`config.mk`:
```
export PLATFORM = sky130hd
export DESIGN_NAME = multdiv
export DESIGN_NICKNAME = d
export VERILOG_FILES = /design/src/rtl/multdiv.sv
export SDC_FILE = /design/constraint.sdc
export NUM_CORES = 1
export LEC_CHECK = 0
export ABC_CLOCK_PERIOD_IN_PS = 6300
export CORE_AREA = 2 2 146 148
export CTS_BUF_LIST = sky130_fd_sc_hd__clkbuf_4 sky130_fd_sc_hd__clkbuf_8
export CTS_CLUSTER_SIZE = 20
export DETAILED_ROUTE_END_ITERATION = 6
export DIE_AREA = 0 0 148 150
export PLACE_DENSITY = 0.9
export SLEW_MARGIN = 30
export SYNTH_ARGS = -nofsm -noshare
export SYNTH_HDL_FRONTEND = slang
export SYNTH_SLANG_ARGS = --single-unit
export TNS_END_PERCENT = 50
```
`constraint.sdc`:
```
create_clock -name clock -period 6.3 [get_ports clock]
set_input_delay 1.26 -clock clock [delete_from_list [all_inputs] [get_ports clock]]
set_output_delay 1.26 -clock clock [all_outputs]
set_load 0.02 [all_outputs]
```
`src/rtl/multdiv.sv`:
```
// Multi-cycle signed 32-bit multiply/divide unit. One shared 33-bit adder runs
// shift-add multiplication or restoring division on operand magnitudes.
module multdiv (
    input  logic        clock,
    input  logic        reset_n,
    input  logic [31:0] data_operandA,
    input  logic [31:0] data_operandB,
    input  logic        ctrl_MULT,
    input  logic        ctrl_DIV,
    output logic [31:0] data_result,
    output logic        data_exception,
    output logic        data_resultRDY
);

    typedef enum logic [1:0] {IDLE, RUN, FIX, DONE} state_t;

    state_t      r_state;
    state_t      w_next;
    logic [31:0] r_hi;        // product high half / partial remainder
    logic [31:0] r_lo;        // multiplier then product low half / dividend then quotient
    logic [31:0] r_op2;       // multiplicand or divisor magnitude
    logic [4:0]  r_cnt;
    logic        r_sign;
    logic        r_is_div;
    logic        r_div0;
    logic [31:0] r_result;
    logic        r_exception;

    logic        w_start;
    logic        w_start_div;
    logic [31:0] w_abs_a;
    logic [31:0] w_abs_b;
    logic [32:0] w_add_a;
    logic [32:0] w_sum;
    logic [32:0] w_mul_acc;
    logic [63:0] w_prod;
    logic [31:0] w_neg_lo;
    logic [31:0] w_fix_result;
    logic        w_fix_exc;

    assign w_start     = ((r_state == IDLE) || (r_state == DONE)) && (ctrl_MULT || ctrl_DIV);
    assign w_start_div = ctrl_DIV && !ctrl_MULT;
    assign w_abs_a     = data_operandA[31] ? -data_operandA : data_operandA;
    assign w_abs_b     = data_operandB[31] ? -data_operandB : data_operandB;

    // Divide presents the left-shifted remainder and subtracts; multiply adds.
    assign w_add_a   = r_is_div ? {1'b0, r_hi[30:0], r_lo[31]} : {1'b0, r_hi};
    assign w_sum     = r_is_div ? (w_add_a - {1'b0, r_op2}) : (w_add_a + {1'b0, r_op2});
    assign w_mul_acc = r_lo[0] ? w_sum : {1'b0, r_hi};

    // Low word of -P equals -(P[31:0]), so one 32-bit negate serves both ops.
    assign w_prod   = {r_hi, r_lo};
    assign w_neg_lo = -r_lo;

    always_comb begin
        w_fix_result = r_sign ? w_neg_lo : r_lo;
        w_fix_exc    = 1'b0;
        if (r_is_div) begin
            if (r_div0) begin
                w_fix_result = 32'h0000_0000;
                w_fix_exc    = 1'b1;
            end else begin
                w_fix_exc = !r_sign && r_lo[31];
            end
        end else begin
            w_fix_exc = r_sign ? (w_prod > 64'h0000_0000_8000_0000)
                               : (w_prod >= 64'h0000_0000_8000_0000);
        end
    end

    // NOTE: next-state logic gets a default first so no path infers a latch.
    always_comb begin
        w_next = r_state;
        case (r_state)
            IDLE, DONE: begin
                if (w_start)
                    w_next = (w_start_div && (data_operandB == 32'h0)) ? FIX : RUN;
                else
                    w_next = IDLE;
            end
            RUN:     if (r_cnt == 5'd31) w_next = FIX;
            FIX:     w_next = DONE;
            default: w_next = IDLE;
        endcase
    end

    // NOTE: all state uses non-blocking assignments so every register samples pre-edge values.
    always_ff @(posedge clock or negedge reset_n) begin
        if (!reset_n) r_state <= IDLE;
        else          r_state <= w_next;
    end

    always_ff @(posedge clock or negedge reset_n) begin
        if (!reset_n) begin
            r_hi        <= '0;
            r_lo        <= '0;
            r_op2       <= '0;
            r_cnt       <= '0;
            r_sign      <= 1'b0;
            r_is_div    <= 1'b0;
            r_div0      <= 1'b0;
            r_result    <= '0;
            r_exception <= 1'b0;
        end else begin
            case (r_state)
                IDLE, DONE: begin
                    if (w_start) begin
                        r_is_div <= w_start_div;
                        r_sign   <= data_operandA[31] ^ data_operandB[31];
                        r_div0   <= w_start_div && (data_operandB == 32'h0);
                        r_cnt    <= '0;
                        r_hi     <= '0;
                        r_lo     <= w_start_div ? w_abs_a : w_abs_b;
                        r_op2    <= w_start_div ? w_abs_b : w_abs_a;
                    end
                end
                RUN: begin
                    r_cnt <= r_cnt + 5'd1;
                    if (r_is_div) begin
                        r_hi <= w_sum[32] ? w_add_a[31:0] : w_sum[31:0];
                        r_lo <= {r_lo[30:0], ~w_sum[32]};
                    end else begin
                        r_hi <= w_mul_acc[32:1];
                        r_lo <= {w_mul_acc[0], r_lo[31:1]};
                    end
                end
                FIX: begin
                    r_result    <= w_fix_result;
                    r_exception <= w_fix_exc;
                end
                default: ;
            endcase
        end
    end

    assign data_result    = r_result;
    assign data_exception = r_exception;
    assign data_resultRDY = (r_state == DONE);

endmodule
```
==> impl_metrics.env <==
export IMPL_powerDensity_nw_per_um2=649
export IMPL_ys_async_sr_fraction_pct=100
export IMPL_period_share_pct=89.8
export IMPL_ys_seq_elements=139
export IMPL_netSwitchingPower_w=0.00491
export IMPL_rows=53
export IMPL_cp_data_required_time_ns=6.66
export IMPL_start_util_pct=59.8
export IMPL_final_area_sq_um=13900
export IMPL_drc=0
export IMPL_max_cap_viol_count=0
export IMPL_dieWidth_um=148
export IMPL_htreeDepth=4
export IMPL_intPower_w=0.00413
export IMPL_cp_cell_sequence="inv_1 > ha_1 > nor3b_1 > and4b_1 > nor3b_2 > buf_4 > and2_0 > a21oi_1 > xnor2_1 > ha_1 > nand2_1 > or4_1 > or3_1 > o221ai_1 > o211ai_1 > nand3_2 > nand2_2 > or4_1 > a32o_1"
export IMPL_wirelength_um=40900
export IMPL_cts_sinks=139
export IMPL_postRouteAntennaNets=0
export IMPL_cts_buffers_inserted=17
export IMPL_synth_edf_count=0
export IMPL_p_leak_nw=5.82
export IMPL_status="completed"
export IMPL_crit_type="flop to flop"
export IMPL_max_stage_delay_ns=0.55
export IMPL_cts_root_buf="clkbuf_8"
export IMPL_area_growth_pct=12.5
export IMPL_pwr_share_clk_pct=8.1
export IMPL_yosysTopAreaCellShare_pct=28.1
export IMPL_dp_cells=1857
export IMPL_dp_final_hpwl_um=30500
export IMPL_cts_buffer_depth=2
export IMPL_core_sq_um=20700
export IMPL_synthFlopType="dfrtp_1"
export IMPL_synth_cells=1560
export IMPL_worst_pin_slew_ns=0.963
export IMPL_min_period_ns=5.66
export IMPL_hold_viol=0
export IMPL_ir_drop_mv=0.595
export IMPL_slowest_stage="or4_1"
export IMPL_synth_cell_types=77
export IMPL_layout_drive_gt1_share_pct=9.11
export IMPL_io_pins=102
export IMPL_fin_setup_tns_ns=0
export IMPL_cts_tree="built"
export IMPL_io_buffers=101
export IMPL_gp_congestion=1.02
export IMPL_combPwrFrac_pct=69.9
export IMPL_syn_nets=1670
export IMPL_clock_skew_ns=0.0234
export IMPL_seq_area_frac_synth_pct=28.1
export IMPL_synth_top_area_cell="dfrtp_1"
export IMPL_setup_viol=0
export IMPL_antenna_found_initial=0
export IMPL_p_sw_share_pct=54.3
export IMPL_cp_data_arrival_time_ns=6.02
export IMPL_first_pass_iters=6
export IMPL_grt_pass1_wl_um=64100
export IMPL_die_y_um=150
export IMPL_n_fill_cell=1746
export IMPL_ys_top_cells_by_area="dfrtp_1, xor2_1, xnor2_1, nand2_1, mux2_2"
export IMPL_grt_overflow=0
export IMPL_syn_area_sq_um=12400
export IMPL_cts_clk_slew_worst_paths_ns=0.11
export IMPL_grt_pass1_vias=11800
export IMPL_grt_max_degree=96
export IMPL_syn_area_per_cell_sq_um=7.93
export IMPL_hp_class="flop to flop"
export IMPL_fp_dieArea_sq_um=22200
export IMPL_stdcell_count=1889
export IMPL_nets=1711
export IMPL_slew_viol_final=0
export IMPL_cp_max_fo=9
export IMPL_cts_setup_buffers=0
export IMPL_rsz0062_at_grt="no"
export IMPL_drtIter0Drc=1448
export IMPL_grt_use_total_pct=36.6
export IMPL_drt_wirelength_per_cell_um=21.6
export IMPL_cts_repair_resized=0
export IMPL_power_frac_seq_pct=22.0
export IMPL_setup_worst_path_end_class="flop"
export IMPL_slew_headroom_pct=35.7
export IMPL_cts_hold_buffers=0
export IMPL_fmax_ghz=0.177
export IMPL_antenna_cells=0
export IMPL_cp_start_kind="flop"
export IMPL_via_per_inst=6.73
export IMPL_clk_latency_ns=0.48
export IMPL_placed_area_sq_um=13500
export IMPL_dr_total_vias=12700
export IMPL_synth_warning_count=0
layer usage:
metal	up-vias	track usage [%]	routed length [um]
met5	-	0	0
met3	117	5.64	3610
li1	5787	-	-
met1	6065	48.7	16300
met4	0	16.6	1940
met2	737	59.1	19000
cells in the final DEF, fill, tap and decap left out, drive strengths merged, types with 6 or more instances in the layout:
cell type	instances
mux2i	45
inv	74
a211oi	20
o211ai	15
nand2	159
ha	41
dfrtp	139
clkdlybuf4s50	98
o41ai	13
o21ai	117
and2	9
a22o	10
or3	18
or2	7
clkbuf	18
a21oi	113
mux2	50
o31ai	32
xnor2	68
or4	17
nor2b	8
nor2	136
o22ai	47
a31oi	34
o221a	8
and3	12
a21o	14
a211o	6
nor3	39
nand3	31
nand2b	10
buf	24
xor2	76
o221ai	10
nand4	6
clkinv	7
nor4	21
final timing paths:
path | slack [ns] | cells past startpoint | endpoint | startpoint
setup reg to reg | 0.64 | 19 | r_hi[26] | r_op2[0]
hold reg to reg | 0.52 | 2 | r_cnt[1] | r_cnt[1]
setup / recovery | 0.64 | 19 | r_hi[26] | r_op2[0]
hold / removal | 0.52 | 2 | r_cnt[1] | r_cnt[1]
min in group asynchronous | 0.85 | 1 | r_hi[17] | reset_n
max in group asynchronous | 4.17 | 2 | r_op2[19] | reset_n
final cells by class:
cell class | instances | area [sq um] | area share (%)
clock buffer | 18 | 248 | 1.78
timing repair buffer | 122 | 1180 | 8.51
clock inverter | 14 | 133 | 0.952
sequential | 139 | 3480 | 25.0
inverter | 68 | 255 | 1.83
multi-input combinational | 1253 | 8280 | 59.4
tap | 275 | 344 | 2.47
through the flow:
stage                     setup WS, ns  hold slack (ns)  total power (W)  util [%]
after floorplan                   1.58            0.445          0.00634         -
after global placement            1.06            0.458          0.00797      65.5
after detailed placement         0.820            0.495          0.00811      65.5
after CTS                        0.757            0.517          0.00886      67.3
after global routing             0.191            0.533          0.00969      67.3
final                            0.641            0.515          0.00904      67.3
state kept, by name (all words and copies together), names as in the netlist:
| register | count |
|---|---|
| data_exception | 1 |
| data_result | 32 |
| r_cnt | 5 |
| r_div0 | 1 |
| r_hi | 32 |
| r_is_div | 1 |
| r_lo | 32 |
| r_op2 | 32 |
| r_sign | 1 |
| r_state | 2 |
critical path, delay by kind of cell, from the launching register on:
kind	cells	cell delay, ns
AND/OR/NAND/NOR	10	3.21
AO/OA/AOI/OAI	4	0.86
adder cells (fa/ha/maj)	2	0.58
flip-flops	1	0.43
buffers and inverters	2	0.26
XOR/XNOR	1	0.17
cells in the mapped netlist (8+ instances only):
cell type and number:
xnor2_1 68, buf_1 9, o22ai_1 47, o31ai_1 31, nand3_1 30, a21o_1 14
o221a_2 8, nor3_1 38, inv_1 68, a21oi_1 111, a211oi_1 20, o21ai_0 112
o211ai_1 15, nor4_1 20, and3_1 12, ha_1 41, and2_1 8, nor2b_1 8
nand2_1 158, or4_1 13, a22o_1 10, o41ai_1 12, or3_1 17, xor2_1 76
a31oi_1 34, dfrtp_1 139, mux2_2 50, clkbuf_1 86, o221ai_1 10, mux2i_1 45
nor2_1 135, nand2b_1 10
power groups by stage:
stage | logic [W] | clock network (W) | registers, W
final | 0.00632 | 0.000736 | 0.00199
after global routing | 0.00688 | 0.000766 | 0.00204
after CTS | 0.00617 | 0.000737 | 0.00195
after detailed placement | 0.00614 | 0 | 0.00197
after global placement | 0.00603 | 0 | 0.00194
after floorplan | 0.00454 | 0 | 0.00180
logic make-up (layout without fill, tap and decap cells):
family                   Yosys count  after routing  synth area share [%]
AND/OR/NAND/NOR                  492            492                  19.1
adder cells (fa/ha/maj)           42             42                  4.31
multiplexers                      95             95                  8.19
buffers and inverters            168            222                  5.15
flip-flops                       139            139                  28.1
XOR/XNOR                         144            144                  10.2
AO/OA/AOI/OAI                    480            480                  24.9
Power figures use the tool's default switching activity.
